**config.mk**
```make
export PLATFORM = sky130hd
export DESIGN_NAME = q_value_argmax
export DESIGN_NICKNAME = d
export VERILOG_FILES = /design/src/rtl/q_value_argmax.sv
export SDC_FILE = /design/constraint.sdc
export NUM_CORES = 1
export LEC_CHECK = 0
export ABC_AREA = 0
export BUFFER_PORTS_ARGS = -buffer_cell sky130_fd_sc_hd__buf_2
export CAP_MARGIN = 5
export CORE_ASPECT_RATIO = 1.1
export CORE_MARGIN = 2
export CORE_UTILIZATION = 65
export CTS_BUF_LIST = sky130_fd_sc_hd__clkbuf_8
export DETAILED_ROUTE_END_ITERATION = 12
export PLACE_DENSITY_LB_ADDON = 0.25
export SYNTH_ARGS = -nofsm -noshare
export SYNTH_HDL_FRONTEND = slang
export SYNTH_SLANG_ARGS = --single-unit
```
**constraint.sdc**
```tcl
create_clock -name clk -period 5.6 [get_ports clk]
set_clock_uncertainty 0.2 [all_clocks]
set_input_delay 0.84 -clock clk [delete_from_list [all_inputs] [get_ports clk]]
set_output_delay 0.84 -clock clk [all_outputs]
set_load 0.05 [all_outputs]
```
**src/rtl/q_value_argmax.sv**
```systemverilog
// Greedy-action selector: scans a serial stream of binary32 Q-values and reports
// the index and value of the largest one, skipping NaNs and breaking ties toward the lower index.
module q_value_argmax #(
    parameter int DATA_WIDTH        = 32,
    parameter int NUMBER_OF_ACTIONS = 4,
    parameter int INDEX_WIDTH       = 2
) (
    input  logic                   clk,
    input  logic                   rst,
    input  logic                   i_valid,
    input  logic [DATA_WIDTH-1:0]  i_data,
    output logic                   o_valid,
    output logic [INDEX_WIDTH-1:0] o_action,
    output logic [DATA_WIDTH-1:0]  o_q_value,
    output logic                   o_nan,
    output logic                   o_busy
);

    localparam logic [0:0] IDLE = 1'b0;
    localparam logic [0:0] SCAN = 1'b1;

    localparam int                   LAST_INT   = NUMBER_OF_ACTIONS - 1;
    localparam logic [INDEX_WIDTH:0] LAST_COUNT = LAST_INT[INDEX_WIDTH:0];
    localparam logic [DATA_WIDTH-1:0] CANON_NAN = 32'h7FC00000;

    // Maps a non-NaN float onto an unsigned key whose order matches numeric order;
    // -0 is folded onto +0 first so the two compare equal.
    function automatic logic [DATA_WIDTH-1:0] order_key(input logic [DATA_WIDTH-1:0] x);
        logic [DATA_WIDTH-1:0] c;
        c = (x == 32'h80000000) ? '0 : x;
        order_key = c[DATA_WIDTH-1] ? ~c : (c | 32'h80000000);
    endfunction

    logic [0:0]             state;
    logic [INDEX_WIDTH:0]   count;
    logic [DATA_WIDTH-1:0]  max_key;
    logic [DATA_WIDTH-1:0]  max_data;
    logic [INDEX_WIDTH-1:0] max_idx;
    logic                   have_max;
    logic                   nan_flag;

    logic                   fresh;
    logic                   cur_have;
    logic                   cur_nan;
    logic                   in_nan;
    logic [DATA_WIDTH-1:0]  in_key;
    logic                   take;
    logic                   is_last;
    logic [DATA_WIDTH-1:0]  next_key;
    logic [DATA_WIDTH-1:0]  next_data;
    logic [INDEX_WIDTH-1:0] next_idx;
    logic                   next_have;
    logic                   next_nan;

    // The first value of an evaluation ignores whatever the previous one left behind.
    always_comb begin
        fresh     = (count == '0);
        cur_have  = fresh ? 1'b0 : have_max;
        cur_nan   = fresh ? 1'b0 : nan_flag;
        in_nan    = (&i_data[30:23]) && (|i_data[22:0]);
        in_key    = order_key(i_data);
        take      = !in_nan && (!cur_have || (in_key > max_key));
        is_last   = (count == LAST_COUNT);
        next_key  = take ? in_key : max_key;
        next_data = take ? i_data : max_data;
        next_idx  = take ? count[INDEX_WIDTH-1:0] : max_idx;
        next_have = cur_have || take;
        next_nan  = cur_nan || in_nan;
    end

    always_ff @(posedge clk or posedge rst) begin
        if (rst) begin
            state    <= IDLE;
            count    <= '0;
            max_key  <= '0;
            max_data <= '0;
            max_idx  <= '0;
            have_max <= 1'b0;
            nan_flag <= 1'b0;
        end else if (i_valid) begin
            state    <= is_last ? IDLE : SCAN;
            count    <= is_last ? '0 : count + 1'b1;
            max_key  <= next_key;
            max_data <= next_data;
            max_idx  <= next_idx;
            have_max <= next_have;
            nan_flag <= next_nan;
        end
    end

    // Result registers hold until the next evaluation completes; an all-NaN
    // evaluation reports action 0 with the canonical quiet NaN.
    always_ff @(posedge clk or posedge rst) begin
        if (rst) begin
            o_valid   <= 1'b0;
            o_action  <= '0;
            o_q_value <= '0;
            o_nan     <= 1'b0;
        end else begin
            o_valid <= i_valid && is_last;
            if (i_valid && is_last) begin
                o_action  <= next_have ? next_idx : '0;
                o_q_value <= next_have ? next_data : CANON_NAN;
                o_nan     <= next_nan;
            end
        end
    end

    assign o_busy = (state == SCAN);

endmodule
```
After elaboration in Yosys (flattened, before gate mapping):

Cells that the tools add are included.

* bits of input ports: 35
* bits in registers: 108
* logic and storage cells: 38

* muxes and demuxes: 10
* bitwise operators: 1
* equality and inequality tests: 2
* magnitude comparators: 1
* reduce and logical (&&, ||, !) cells: 12
* $add $sub $neg: 1

Operators by type and width (count)
* 2-to-1 mux 32 bit: 4
* equality test 32 bit (second input constant): 1
* > comparator 32 bit: 1
* inverter 32 bit: 1
* OR reduction 23 bit: 1
* AND reduction 8 bit: 1
* 2-to-1 mux 2 bit: 2
* adder 3 x 1 -> 3 bit (second input constant): 1
* equality test 3 x 2 -> 1 bit (second input constant): 1
* logical AND 1 bit: 3
* logical NOT 3 bit: 1
* logical OR 1 bit: 3
* 2-to-1 mux 1 bit: 3
* 2-to-1 mux 3 bit: 1
* logical NOT 1 bit: 2
* AND reduction 2 bit: 1

Logic depth before layout (Yosys ltp):

* depth after elaboration: 9
* gate-level depth with buffers: 16
* mapped depth without buffers: 13

Least setup slack after synthesis:

No wires, ideal clock.

* path kind: input to register
* start point: in i_data[19]
* end point: reg max_data[0]
* setup time: 125 ps
* data required time: 5275 ps
* cell stages on the path: 14
* path buffers: 3
* slack: 1242 ps
* data arrival time: 4034 ps
* cell sequence: nor4_1 nand4_1 nor3_1 buf_2 buf_1 nor2_1 ha_1 nand4_1 or4_1 nor3_1 a31oi_1 o211ai_4 buf_6 mux2_2

* word-level cells in the longest chain between the ends: 8

Ends and longest elaborated chain
* from (decl): RTL line 11 `input logic [DATA_WIDTH-1:0] i_data,`
* equality test 32 bit *: RTL line 30 `c = (x == 32'h80000000) ? '0 : x;`
* 2-to-1 mux 32 bit *: RTL line 30
* inverter 32 bit: RTL line 31 `order_key = c[DATA_WIDTH-1] ? ~c : (c | 32'h80000000);`
* 2-to-1 mux 32 bit *: RTL line 31
* net in_key[11]: RTL line 46 `logic [DATA_WIDTH-1:0] in_key;`
* > comparator 32 bit *: RTL line 62 `take = !in_nan && (!cur_have || (in_key > max_key));`
* logical OR 1 bit *: RTL line 62
* logical AND 1 bit *: RTL line 62
* 2-to-1 mux 32 bit *: RTL line 65 `next_data = take ? i_data : max_data;`
* to (signal assigned): RTL line 84 `max_data <= next_data;`
* to (decl): RTL line 37 `logic [DATA_WIDTH-1:0] max_data;`

Mark *: on every way through the listed nets, which the timed path passes. The rest lies on a longest branch.
A chain may end at the register's enable or synchronous reset.

Worst setup path in the final report:

* start point: in i_data[0]
* end point: reg max_data[24]

The elaborated chain is that of the path after synthesis.

==> results.sh <==
export IMPL_status="complete, no violations"
export IMPL_syn_avg_cell_area_sq_um=10.4
export IMPL_die_area_sq_um=9550
export IMPL_leakage_nw=2.84
export IMPL_cts_path_max_buffers=2
export IMPL_clock_latency_ps=370
export IMPL_critical_path_top_delay_family="compound AO/OA/AOI/OAI gates"
export IMPL_route_detailed_drc=0
export IMPL_crit_path_top_delay_cell="o211ai_4"
export IMPL_numPortBuffers=71
export IMPL_cp_end_kind="register"
export IMPL_utilization=0.745
export IMPL_antenna_cells=0
export IMPL_routed_top_layer="met4"
export IMPL_wire_per_inst_um=17.3
export IMPL_layout_commonest_cell="dfrtp_1"
export IMPL_hold_worst_slack_ps=302
export IMPL_placed_area_sq_um=6120
export IMPL_fin_area_sq_um=6300
export IMPL_synth_area_sq_um=5710
export IMPL_slew_violations=0
export IMPL_layout_cells_non_filler=721
export IMPL_start_kind="input pin"
export IMPL_htreeDepth=3
export IMPL_die_h_um=102
export IMPL_grt_pass1_vias=4241
export IMPL_syn_num_nets=617
export IMPL_initial_core_util=0.676
export IMPL_layout_common_cells="dfrtp_1, buf_2, nor2_1"
export IMPL_cp_num_buf_inv=3
export IMPL_ys_warn_count=0
export IMPL_final_setup_tns_ps=0
export IMPL_num_vias=4262
export IMPL_wl_mm=12.5
export IMPL_grt_pass1_wl_mm=20.1
export IMPL_finalHoldViolCount=0
export IMPL_worst_ep_arrival_time_ps=4650
export IMPL_postRouteAntennaNets=0
export IMPL_placedCellCount=705
export IMPL_yosysSeqAreaShare=0.473
export IMPL_die_width_um=93.4
export IMPL_maxCapViolCount=0
export IMPL_pin_count=72
export IMPL_dp_final_hpwl_mm=8.88
export IMPL_fill_cells=630
export IMPL_multi_input_area_sq_um=2690
export IMPL_core_sq_um=8450
export IMPL_setup_violations=0
export IMPL_grt_max_degree=70
export IMPL_crit_type="in2reg"
export IMPL_globalplace_congestion=0.874
export IMPL_powerDensity_nw_per_um2=562
export IMPL_max_slew_margin=0.265
export IMPL_grt_util_all_layers=0.269
export IMPL_cts_resized=0
export IMPL_tightest_slew_ps=1100
export IMPL_max_freq_mhz=218
export IMPL_gr_total_overflow=0
export IMPL_cts_sinks=108
export IMPL_ys_ff_latch=108
export IMPL_syn_inst=548
export IMPL_drive_above_1_share=0.256
export IMPL_period_share=0.819
export IMPL_area_delta_synth_final_pct=10.3
export IMPL_cp_data_required_time_ps=5660
export IMPL_yosysUniqueCellTypes=37
export IMPL_cp_common_cell="buf_4"
export IMPL_cts_hold_buffers=0
export IMPL_dr_wl_met3_um=653
export IMPL_period_needed_ps=4590
export IMPL_max_stage_delay_ps=590
export IMPL_root_buffer="clkbuf_8"
export IMPL_clk_pin_slew_ps=100
export IMPL_rsz0062_at_grt="false"
export IMPL_antenna_found_initial=0
export IMPL_cts_tree="yes"
export IMPL_first_pass_iters=5
export IMPL_wl_met2_mm=6.51
export IMPL_nets=674
export IMPL_max_vdd_ir_drop_mv=0.325
export IMPL_cts_setup_buffers=0
export IMPL_met1_length_mm=5.09
export IMPL_hp_class="reg2reg"
export IMPL_rows=35
export IMPL_drt_iter0_drc=238
export IMPL_crit_chain="buf_2, nor4_1, nand4_1, nor3_2, buf_4, nor2_1, ha_1, a21oi_1, o21ai_0, a221oi_1, a31oi_4, o211ai_4, buf_4, mux2_2"
export IMPL_cts_buffers=9
export IMPL_regArea_sq_um=2700
export IMPL_crit_fanout=20
export IMPL_vias_per_cell=5.91
## layer usage
metal	global-route usage	vias to the layer above
met5	0	-
met1	0.333	2086
met4	0.0758	0
met2	0.484	124
li1	-	2033
met3	0.0501	19
## cells in the mapped netlist
master / n / area (sq um)
xor2_1: 1 / 8.76
buf_1: 2 / 7.51
nor2_1: 59 / 221
and2_1: 2 / 12.5
o21a_1: 1 / 7.51
a311oi_1: 1 / 8.76
a21oi_1: 20 / 100
nand2_1: 42 / 158
a31oi_4: 1 / 21.3
nand4_1: 10 / 62.6
dfrtp_1: 108 / 2700
a32oi_1: 25 / 219
buf_6: 8 / 90.1
a21o_1: 1 / 7.51
a221oi_1: 1 / 8.76
ha_1: 34 / 425
nor4_1: 6 / 37.5
nor3_1: 13 / 65.1
a31oi_1: 1 / 6.26
clkbuf_1: 19 / 71.3
mux2i_1: 1 / 10.0
o21a_2: 1 / 8.76
inv_1: 37 / 139
xnor2_1: 30 / 263
o211ai_4: 1 / 21.3
buf_2: 4 / 20.0
o21ai_0: 38 / 190
nand2b_1: 5 / 31.3
mux2_1: 4 / 45.0
or2_2: 1 / 6.26
or4_1: 1 / 7.51
nor2b_1: 2 / 12.5
nand4b_1: 1 / 8.76
a211oi_1: 9 / 67.6
mux2_2: 55 / 619
nand3_1: 1 / 5.00
o211ai_1: 2 / 15.0
## final timing paths
check / startpoint / endpoint / slack [ps] / cells past startpoint
min in group asynchronous: rst / o_q_value[0]$_DFFE_PP0P_ / 420 / 2
max reg2reg: max_key[5]$_DFFE_PP0P_ / max_data[24]$_DFFE_PP0P_ / 2390 / 9
max in group asynchronous: rst / max_key[5]$_DFFE_PP0P_ / 3700 / 3
max: i_data[0] / max_data[24]$_DFFE_PP0P_ / 1010 / 14
min reg2reg: max_key[8]$_DFFE_PP0P_ / max_key[8]$_DFFE_PP0P_ / 300 / 1
min: max_key[8]$_DFFE_PP0P_ / max_key[8]$_DFFE_PP0P_ / 300 / 1
## power by group
part	switching [W]	total, W	internal (W)
clock network	0.000278	0.000447	0.000169
logic	0.00111	0.00175	0.000637
registers	0.000191	0.00134	0.00115
## final cells by class
| class | count | share of cell area |
|---|---|---|
| flip-flops and latches | 108 | 0.429 |
| multi-input cells | 370 | 0.428 |
| repair buffers | 79 | 0.0699 |
| inverters | 37 | 0.0224 |
| well taps | 111 | 0.0220 |
| clock buffers | 9 | 0.0197 |
| clock inverters | 7 | 0.00933 |
## registers in the layout, indices dropped and copies added, names as in the netlist
name / flops
count: 3
o_action: 2
o_busy: 1
max_key: 32
o_q_value: 32
have_max: 1
nan_flag: 1
o_nan: 1
o_valid: 1
max_data: 32
max_idx: 2
## per-stage QoR
stage,worst slack (ps),total power [W]
detailed placement,682,0.00310
floorplan,1240,0.00271
global route,787,0.00377
CTS,1040,0.00355
global placement,775,0.00301
finish,1010,0.00354
## cells by family (layout without fill, tap and decap cells)
family / after synthesis / count (layout) / synth area share
adders and majority gates: 34 / 34 / 0.0745
DFF: 108 / 108 / 0.473
muxes: 60 / 60 / 0.118
and+or+nand+nor: 143 / 143 / 0.110
buffers and inverters: 70 / 132 / 0.0574
AOI/OAI and AO/OA: 102 / 102 / 0.119
xor gates and xnor gates: 31 / 31 / 0.0475
(Power assumes the default switching activity.)
